**src/rtl/animation_pkg.sv**
```systemverilog
`default_nettype none
// ============================================================================
// animation_pkg : shared types and defaults for the animation scheduler (rev 1.0)
// ============================================================================
package animation_pkg;

   localparam int SCALAR_W                 = 16;
   localparam int COLOR_W                  = 4;
   localparam int N_SCALARS                = 3;
   localparam int DEFAULT_N_VIRTUAL_POINTS = 48;
   localparam int DEFAULT_N_FRAMES         = 4;

   typedef logic [N_SCALARS-1:0][SCALAR_W-1:0] scalars_t;
   typedef logic [COLOR_W-1:0]                 color_t;

   typedef enum logic [2:0] {
      ST_IDLE       = 3'd0,
      ST_WAIT_VSYNC = 3'd1,
      ST_ISSUE      = 3'd2,
      ST_WAIT_DATA  = 3'd3,
      ST_OFFER      = 3'd4,
      ST_FRAME_DONE = 3'd5
   } state_t;

   // Counter width that still gives a 1-bit field for a single-entry range.
   function automatic int idx_width(input int n);
      return (n > 1) ? $clog2(n) : 1;
   endfunction

endpackage
`default_nettype wire

```
**src/rtl/animation_scheduler_if.sv**
```systemverilog
`default_nettype none
// ============================================================================
// animation_scheduler_if : loader request/data and downstream point stream (rev 1.0)
// ============================================================================
interface animation_scheduler_if
   import animation_pkg::*;
#(
   parameter int N_VIRTUAL_POINTS = DEFAULT_N_VIRTUAL_POINTS
);
   localparam int IDX_W = idx_width(N_VIRTUAL_POINTS);

   logic             next_point_out;
   scalars_t         point_scalars_in;
   color_t           point_color_in;

   logic             point_valid_out;
   logic             point_ready_in;
   scalars_t         point_scalars_out;
   color_t           point_color_out;
   logic [IDX_W-1:0] point_index_out;

   modport master (
      output next_point_out,
      input  point_scalars_in,
      input  point_color_in,
      output point_valid_out,
      input  point_ready_in,
      output point_scalars_out,
      output point_color_out,
      output point_index_out
   );

   modport slave (
      input  next_point_out,
      output point_scalars_in,
      output point_color_in,
      input  point_valid_out,
      output point_ready_in,
      input  point_scalars_out,
      input  point_color_out,
      input  point_index_out
   );

endinterface
`default_nettype wire

```
**src/rtl/wrap_counter.sv**
```systemverilog
`default_nettype none
// ============================================================================
// wrap_counter : 0..MAX counter with clear and single-cycle wrap pulse (rev 1.0)
// ============================================================================
module wrap_counter #(
   parameter  int MAX = 1,
   localparam int W   = (MAX > 0) ? $clog2(MAX + 1) : 1
) (
   input  wire logic         clk_in,
   input  wire logic         rst_in,
   input  wire logic         inc_in,
   input  wire logic         clear_in,
   output logic [W-1:0]      count_out,
   output logic              wrap_out
);

   logic [W-1:0] count_q;

   assign wrap_out  = inc_in && (count_q == W'(MAX));
   assign count_out = count_q;

   always_ff @(posedge clk_in) begin
      if (rst_in || clear_in) begin
         count_q <= '0;
      end else if (inc_in) begin
         count_q <= wrap_out ? '0 : count_q + 1'b1;
      end
   end

endmodule
`default_nettype wire

```
**src/rtl/animation_scheduler.sv**
```systemverilog
`default_nettype none
// ============================================================================
// animation_scheduler : per-vsync frame renderer fetching points from a loader (rev 1.0)
// ============================================================================
module animation_scheduler
   import animation_pkg::*;
#(
   parameter  int N_VIRTUAL_POINTS = DEFAULT_N_VIRTUAL_POINTS,
   parameter  int N_FRAMES         = DEFAULT_N_FRAMES,
   parameter  int LOAD_LATENCY     = 2,
   localparam int IDX_W            = idx_width(N_VIRTUAL_POINTS),
   localparam int FRM_W            = idx_width(N_FRAMES)
) (
   input  wire logic              clk_in,
   input  wire logic              rst_in,
   input  wire logic              play_in,
   input  wire logic              vsync_in,
   animation_scheduler_if.master  pt,
   output logic [FRM_W-1:0]       frame_index_out,
   output logic                   frame_done_out,
   output logic                   overrun_out,
   output logic                   busy_out
);

   state_t     state_q, state_d;
   logic [3:0] lat_q, lat_d;
   scalars_t   scalars_q;
   color_t     color_q;
   logic       overrun_q;

   logic             capture;
   logic             vsync_accept;
   logic             handshake;
   logic             last_point;
   logic             frame_wrap_unused;
   logic [IDX_W-1:0] point_idx;

   assign handshake = (state_q == ST_OFFER) && pt.point_ready_in;

   wrap_counter #(.MAX(N_VIRTUAL_POINTS - 1)) u_point_cnt (
      .clk_in    (clk_in),
      .rst_in    (rst_in),
      .inc_in    (handshake),
      .clear_in  (vsync_accept),
      .count_out (point_idx),
      .wrap_out  (last_point)
   );

   wrap_counter #(.MAX(N_FRAMES - 1)) u_frame_cnt (
      .clk_in    (clk_in),
      .rst_in    (rst_in),
      .inc_in    (state_q == ST_FRAME_DONE),
      .clear_in  (1'b0),
      .count_out (frame_index_out),
      .wrap_out  (frame_wrap_unused)
   );

   always_ff @(posedge clk_in) begin
      if (rst_in) begin
         state_q   <= ST_IDLE;
         lat_q     <= '0;
         scalars_q <= '0;
         color_q   <= '0;
         overrun_q <= 1'b0;
      end else begin
         state_q   <= state_d;
         lat_q     <= lat_d;
         // A vsync landing mid-frame is flagged and otherwise dropped.
         overrun_q <= vsync_in && busy_out;
         if (capture) begin
            scalars_q <= pt.point_scalars_in;
            color_q   <= pt.point_color_in;
         end
      end
   end

   always_comb begin
      state_d      = state_q;
      lat_d        = lat_q;
      capture      = 1'b0;
      vsync_accept = 1'b0;
      case (state_q)
         ST_IDLE: begin
            if (play_in) state_d = ST_WAIT_VSYNC;
         end
         ST_WAIT_VSYNC: begin
            if (vsync_in) begin
               vsync_accept = 1'b1;
               state_d      = ST_ISSUE;
            end else if (!play_in) begin
               state_d = ST_IDLE;
            end
         end
         ST_ISSUE: begin
            lat_d   = 4'(LOAD_LATENCY - 1);
            state_d = ST_WAIT_DATA;
         end
         ST_WAIT_DATA: begin
            if (lat_q == 4'd0) begin
               capture = 1'b1;
               state_d = ST_OFFER;
            end else begin
               lat_d = lat_q - 4'd1;
            end
         end
         ST_OFFER: begin
            if (handshake) state_d = last_point ? ST_FRAME_DONE : ST_ISSUE;
         end
         ST_FRAME_DONE: begin
            state_d = play_in ? ST_WAIT_VSYNC : ST_IDLE;
         end
         default: state_d = ST_IDLE;
      endcase
   end

   assign pt.next_point_out    = (state_q == ST_ISSUE);
   assign pt.point_valid_out   = (state_q == ST_OFFER);
   assign pt.point_scalars_out = scalars_q;
   assign pt.point_color_out   = color_q;
   assign pt.point_index_out   = point_idx;
   assign frame_done_out       = (state_q == ST_FRAME_DONE);
   assign overrun_out          = overrun_q;
   assign busy_out             = (state_q != ST_IDLE) && (state_q != ST_WAIT_VSYNC);

endmodule
`default_nettype wire

```
**src/flat_wrapper.sv**
```systemverilog
// flat-port wrapper written by rule: the top's interface ports become plain ports
module animation_scheduler_flat import animation_pkg::*;
#(
   parameter  int N_VIRTUAL_POINTS = DEFAULT_N_VIRTUAL_POINTS,
   parameter  int N_FRAMES         = DEFAULT_N_FRAMES,
   parameter  int LOAD_LATENCY     = 2,
   localparam int IDX_W            = idx_width(N_VIRTUAL_POINTS),
   localparam int FRM_W            = idx_width(N_FRAMES)
)
  (clk_in, rst_in, play_in, vsync_in, frame_index_out, frame_done_out, overrun_out, busy_out, pt_next_point_out, pt_point_scalars_in, pt_point_color_in, pt_point_valid_out, pt_point_ready_in, pt_point_scalars_out, pt_point_color_out, pt_point_index_out);
  animation_scheduler_if #(.N_VIRTUAL_POINTS(N_VIRTUAL_POINTS)) pt_i ();
  input  wire logic clk_in;
  input  wire logic rst_in;
  input  wire logic play_in;
  input  wire logic vsync_in;
  output logic [FRM_W-1:0] frame_index_out;
  output logic frame_done_out;
  output logic overrun_out;
  output logic busy_out;
  output wire logic [$bits(pt_i.next_point_out)-1:0] pt_next_point_out;
  input wire logic [$bits(pt_i.point_scalars_in)-1:0] pt_point_scalars_in;
  input wire logic [$bits(pt_i.point_color_in)-1:0] pt_point_color_in;
  output wire logic [$bits(pt_i.point_valid_out)-1:0] pt_point_valid_out;
  input wire logic [$bits(pt_i.point_ready_in)-1:0] pt_point_ready_in;
  output wire logic [$bits(pt_i.point_scalars_out)-1:0] pt_point_scalars_out;
  output wire logic [$bits(pt_i.point_color_out)-1:0] pt_point_color_out;
  output wire logic [$bits(pt_i.point_index_out)-1:0] pt_point_index_out;
  assign pt_next_point_out = pt_i.next_point_out;
  assign pt_i.point_scalars_in = pt_point_scalars_in;
  assign pt_i.point_color_in = pt_point_color_in;
  assign pt_point_valid_out = pt_i.point_valid_out;
  assign pt_i.point_ready_in = pt_point_ready_in;
  assign pt_point_scalars_out = pt_i.point_scalars_out;
  assign pt_point_color_out = pt_i.point_color_out;
  assign pt_point_index_out = pt_i.point_index_out;
  animation_scheduler #(.N_VIRTUAL_POINTS(N_VIRTUAL_POINTS), .N_FRAMES(N_FRAMES), .LOAD_LATENCY(LOAD_LATENCY)) u_core (.clk_in(clk_in), .rst_in(rst_in), .play_in(play_in), .vsync_in(vsync_in), .pt(pt_i), .frame_index_out(frame_index_out), .frame_done_out(frame_done_out), .overrun_out(overrun_out), .busy_out(busy_out));
endmodule
```
**config.mk**
```make
export PLATFORM = sky130hd
export DESIGN_NAME = animation_scheduler_flat
export DESIGN_NICKNAME = d
export VERILOG_FILES = /design/src/rtl/animation_pkg.sv /design/src/rtl/animation_scheduler_if.sv /design/src/rtl/wrap_counter.sv /design/src/rtl/animation_scheduler.sv /design/src/flat_wrapper.sv
export SDC_FILE = /design/constraint.sdc
export NUM_CORES = 1
export LEC_CHECK = 0
export ABC_CLOCK_PERIOD_IN_PS = 2000
export CAP_MARGIN = 20
export CORE_MARGIN = 5
export CORE_UTILIZATION = 30
export DETAILED_ROUTE_END_ITERATION = 8
export GPL_TIMING_DRIVEN = 0
export PLACE_DENSITY_LB_ADDON = 0.3
export SLEW_MARGIN = 10
export SYNTH_ARGS = -nofsm -noshare
export SYNTH_HDL_FRONTEND = slang
export SYNTH_SLANG_ARGS = --single-unit
```
**constraint.sdc**
```tcl
create_clock -name clk_in -period 2 [get_ports clk_in]
set_clock_uncertainty 0.2 [all_clocks]
set_input_delay 0.4 -clock clk_in [delete_from_list [all_inputs] [get_ports clk_in]]
set_output_delay 0.4 -clock clk_in [all_outputs]
set_load 0.02 [all_outputs]
```
==> impl_metrics.yaml, run 1 <==
critical_path:
  crit_required_ps: 1400
  cp_slowest_cell: "clkdlybuf4s50_1"
  crit_path_start_kind: "flop"
  crit_path_start: "u_core.u_frame_cnt.count_out[0]"
  cp-end-kind: "output pin"
  crit_fanout: 4
  path_class: "flop to output pin"
  path_buf_inv: 1
  worstPathArrival_ps: 1350
  crit_path_cell_trace: "clkdlybuf4s50_1"
  slowest_delay_ps: 640
  crit_family: "buffers and inverters"
  reg2reg_slack_ps: 170
  reg2reg_from: "u_core.lat_q[0]"
pwr:
  p_total_mw: 2.85
  pwr_density_cell_mw_per_mm2: 654
  p_int_mw: 2.24
  power_frac_comb_pct: 8.3
  clockPowerShare_pct: 43.6
  ir_worst_vdd_mv: 0.305
  pwr-share-seq_pct: 48.1
  leakage_nw: 1.53
  switching_share_pct: 21.3
  p_sw_mw: 0.607
worst_hold_path:
  min_from: "u_core.pt.point_scalars_out[11]"
  holdCritPathClass: "flop to flop"
synthesis:
  yosys.area.top_type: "dfxtp_1"
  yosys_register_bits: 68
  postSynthAreaPerCell_um2: 8.63
  netlist_top_cells_count: "110 x nand2_1, 68 x dfxtp_1, 37 x a21oi_1"
  synth_area_leaders: "dfxtp_1 49%, nand2_1 15%, a21oi_1 6.6%, a21oi_2 5.7%, buf_8 2.7%"
  synth_edf_count: 0
  synth_cell_types: 40
  synthCells: 323
  synth_ff_type: "dfxtp_1"
  async_flop_share_pct: 0
  netlist_area_mm2: 0.00279
  synth.most_common_cell: "nand2_1"
  syn_nets: 383
  yosys_warnings: 0
  yosys.area.top_type_share_pct: 48.9
  synth_seq_area_share_pct: 48.9
sta:
  rsz0062_at_grt: "no"
  finalCriticalPeriod_ps: 1950
  fmax_ghz: 0.514
  hold_viol_final: 0
  drv_slew: 0
  tns_ps: 0
  worst_pin_slew_ps: 603
  period_share_pct: 97.4
  max_slew_margin_pct: 59.8
  final-setup-viol-count: 0
status:
  status: "finished, final reports clean"
final_layout:
  instances_no_fill: 571
  layout.nets: 515
  fillers: 900
  finish.utilization_pct: 47.6
  diodes: 0
  drive_above_1_share_pct: 14.1
  area_delta_synth_final_pct: 56.2
clock_network:
  clkTransAtPathRegs_ps: 70
  cts_made_buffers: 9
  clockBufferDepth: 2
  cts_tree: "done"
  clock_sinks: 68
  h-tree-depth: 3
  insertion_delay_ps: 330
  clockRootBuffer: "clkbuf_8"
die:
  die-width_um: 106
  die_area_mm2: 0.0113
  boundaryPins: 122
  num_rows: 35
  core_mm2: 0.00915
  start_util_pct: 30.4
  die_y_um: 106
grt:
  grt_util_all_layers_pct: 13.3
  grt_max_degree: 12
  grt_first_pass_wirelength_um: 12300
  grt-ovfl-total: 0
  grt_pass1_vias: 2571
  grt_antenna_before_repair: 0
routing:
  drt_wl_total_um: 7520
  vias: 2625
  firstDrtPassIters: 4
  drcViolationCount: 0
  wl_per_cell_um: 13.2
  vias_per_cell: 4.60
  first_iter_violations: 78
  ant_nets: 0
place:
  gp_congestion: 0.740
  dp_cells: 554
  port_buffers: 120
  place_hpwl_um: 5440
run:
  cap_violations: 0
==> sequential cells by signal (all words and copies together) (netlist names) <==
signal / cells
u_core.pt.point_scalars_out: 48
u_core.u_point_cnt.count_out: 6
u_core.lat_q: 4
u_core.pt.point_color_out: 4
u_core.state_q: 3
u_core.u_frame_cnt.count_out: 2
u_core.overrun_out: 1
==> layer usage <==
layer / wire length, um / track usage, %
met1: 3320 / 16.4
met2: 3400 / 21.0
met4: 140 / 5.37
met3: 663 / 5.10
met5: 0 / 0
==> tightest hold or removal path, delay by kind of cell, from the launching register on <==
kind               cells  cell delay (ps)
DFF                    1              310
and+or+nand+nor        1               50
AOI/OAI and AO/OA      1               50
==> power by group through the flow <==
stage	Combinational [mW]	Clock (mW)	Sequential, mW
final	0.237	1.24	1.37
after global routing	0.255	1.35	1.37
after floorplan	0.0775	0	1.41
after CTS	0.241	1.29	1.37
after detailed placement	0.236	0	1.40
after global placement	0.236	0	1.40
==> timing repair <==
| action | in CTS | in global routing |
|---|---|---|
| endpoints found under the setup margin | 7 | 6 |
| gates cloned | 0 | 0 |
| setup buffers | 2 | 0 |
| pin swaps | 0 | 0 |
| gates resized for setup | 19 | 6 |
| hold buffers | 0 | 0 |
==> final timing paths <==
path                                      to  cells past startpoint
max                       frame_index_out[0]                      1
min reg2reg  u_core.pt.point_scalars_out[11]                      2
max reg2reg                u_core.state_q[2]                      6
min          u_core.pt.point_scalars_out[11]                      2
==> cells by family after synthesis <==
kind of cell | Yosys count | share of synthesized area [%]
AOI/OAI and AO/OA | 63 | 15.2
buffers and inverters | 26 | 7.00
xor gates and xnor gates | 7 | 2.20
DFF | 68 | 48.9
adders and majority gates | 3 | 1.35
and+or+nand+nor | 154 | 24.7
muxes | 2 | 0.718
==> stage by stage <==
step	cell area [um2]	setup WS [ps]	hold WS, ps
after floorplan	2790	249	307
after global placement	4130	-168	242
after detailed placement	4130	-161	248
after CTS	4360	8.82	259
after global routing	4350	4.53	275
final	4350	52.9	257
==> placed cells by master, fill, tap and decap left out, drive strengths merged, types with 5 or more instances in the layout <==
| master | synthesis | routed |
|---|---|---|
| clkdlybuf4s50 | 0 | 111 |
| nand2 | 110 | 110 |
| a21oi | 55 | 55 |
| xor2 | 6 | 6 |
| nor3 | 5 | 5 |
| dfxtp | 68 | 68 |
| clkbuf | 7 | 18 |
| buf | 16 | 22 |
| nor2 | 15 | 15 |
==> area by class of cell <==
| class | instances | area [um2] | area share [%] |
|---|---|---|---|
| clock inverters | 4 | 72.6 | 1.67 |
| inverters | 3 | 11.3 | 0.259 |
| clock buffers | 12 | 145 | 3.33 |
| multi-input cells | 229 | 1250 | 28.6 |
| plain buffers | 22 | 180 | 4.14 |
| repair buffers | 122 | 1200 | 27.5 |
| well taps | 111 | 139 | 3.19 |
| flip-flops and latches | 68 | 1360 | 31.3 |
No activity file was read; power rests on OpenSTA's default activity.
==> inputs of run 2 (changes only) <==
--- a/config.mk
+++ b/config.mk
@@ -7,11 +7,12 @@
 export LEC_CHECK = 0
 export ABC_CLOCK_PERIOD_IN_PS = 2000
 export CAP_MARGIN = 20
+export CORE_ASPECT_RATIO = 1.5
 export CORE_MARGIN = 5
 export CORE_UTILIZATION = 30
 export DETAILED_ROUTE_END_ITERATION = 8
 export GPL_TIMING_DRIVEN = 0
-export PLACE_DENSITY_LB_ADDON = 0.3
+export PLACE_DENSITY = 0.59
 export SLEW_MARGIN = 10
 export SYNTH_ARGS = -nofsm -noshare
 export SYNTH_HDL_FRONTEND = slang
==> impl_metrics.yaml, run 2 (synthesis gave the netlist of run 1 again) <==
critical_path:
  crit_family: "buffers and inverters"
  crit_path_start: "u_core.state_q[1]"
  crit_required_ps: 1400
  cp_slowest_cell: "or2_2"
  crit_path_cell_trace: "buf_4, or2_2, clkdlybuf4s15_2"
  worstPathArrival_ps: 1340
  reg2reg_from: "u_core.lat_q[0]"
  crit_path_start_kind: "flop"
  path_buf_inv: 2
  crit_fanout: 10
  path_class: "flop to output pin"
  slowest_delay_ps: 300
  cp-end-kind: "output pin"
grt:
  grt_first_pass_wirelength_um: 12800
  grt-ovfl-total: 0
  grt_antenna_before_repair: 0
  grt_pass1_vias: 2673
  grt_util_all_layers_pct: 14.5
  grt_max_degree: 11
clock_network:
  cts_tree: "done"
  clockBufferDepth: 2
  cts_made_buffers: 9
  clockRootBuffer: "clkbuf_16"
  clock_sinks: 68
  ctsHoldBuffers: 0
  clkTransAtPathRegs_ps: 50
  insertion_delay_ps: 330
  h-tree-depth: 3
final_layout:
  layout.nets: 515
  final_cell_mix: "113 x clkdlybuf4s50_1, 109 x nand2_1, 68 x dfxtp_1"
  final_common_cell: "clkdlybuf4s50_1"
  diodes: 0
  largest_reg_flops: 48
  drive_above_1_share_pct: 14.0
  area_delta_synth_final_pct: 59.4
  instances_no_fill: 570
sta:
  fmax_ghz: 0.514
  period_share_pct: 97.2
  drv_slew: 0
  hold_viol_final: 0
  final-setup-viol-count: 0
  tns_ps: 0
  worst_pin_slew_ps: 615
  finalCriticalPeriod_ps: 1940
  max_slew_margin_pct: 59.0
  rsz0062_at_grt: "no"
worst_hold_path:
  holdCritPathClass: "flop to flop"
  min_from: "u_core.pt.point_scalars_out[1]"
routing:
  wl_per_cell_um: 14.0
  vias_per_cell: 4.58
  vias: 2608
  drt_wl_total_um: 7990
  drcViolationCount: 0
  ant_nets: 0
  first_iter_violations: 65
  firstDrtPassIters: 4
die:
  core_mm2: 0.00915
  start_util_pct: 30.5
  die-width_um: 88.7
  num_rows: 43
  die_area_mm2: 0.0114
  die_y_um: 128
  boundaryPins: 122
pwr:
  p_total_mw: 3.17
  ir_worst_vdd_mv: 0.526
  pwr_density_cell_mw_per_mm2: 713
  leakage_nw: 1.56
place:
  place_hpwl_um: 5850
  gp_congestion: 0.727
  port_buffers: 120
  dp_cells: 555
status:
  status: "finished, final reports clean"
run:
  cap_violations: 0
==> run 2: area by class of cell <==
type | count | area (um2)
inverter | 3 | 11.3
clock buffer | 12 | 256
sequential | 68 | 1360
fill | 894 | 4710
multi-input combinational | 229 | 1250
clock inverter | 2 | 35.0
buffer | 22 | 184
timing repair buffer | 122 | 1210
tap | 112 | 140
==> run 2: metal layers <==
metal	GRT usage (%)	wire length (um)	up-vias
met5	0	0	-
met4	7.92	220	0
met3	2.96	540	12
met2	24.1	4000	85
met1	17.1	3230	1177
li1	-	-	1334
==> run 2: path summary, 6_finish.rpt <==
check                                   endpoint  slack, ps  cells after the start
setup / recovery                        busy_out         60                      3
hold / removal    u_core.pt.point_scalars_out[1]        250                      2
setup reg to reg               u_core.state_q[2]        110                      6
hold reg to reg   u_core.pt.point_scalars_out[1]        250                      2
==> run 2: what timing repair did <==
item                                    in CTS  in global routing
setup buffers                                2                  0
gates resized for setup                     15                  7
pin swaps                                    0                  1
endpoints found under the setup margin       5                  7
==> run 2: report_power, final <==
part	total (mW)	internal [mW]	switching, mW	leakage, nW
registers	1.37	1.37	0.00512	0.548
logic	0.238	0.142	0.0966	0.867
clock network	1.56	1.02	0.539	0.145
==> run 2: tightest hold or removal path, cell delays in order, from the launching register on <==
cell and delay, ps:
dfxtp_1 300, nand2_1 50, a21oi_1 50
==> run 2: through the flow <==
step / utilization (%) / area, um2 / hold WS, ps / worst slack, ps
after floorplan: - / 2790 / 307 / 249
after global placement: 45.1 / 4130 / 242 / -162
after detailed placement: 45.1 / 4130 / 247 / -156
after CTS: 48.6 / 4450 / 254 / 5.95
after global routing: 48.5 / 4440 / 270 / 11.2
final: 48.5 / 4440 / 250 / 55.2
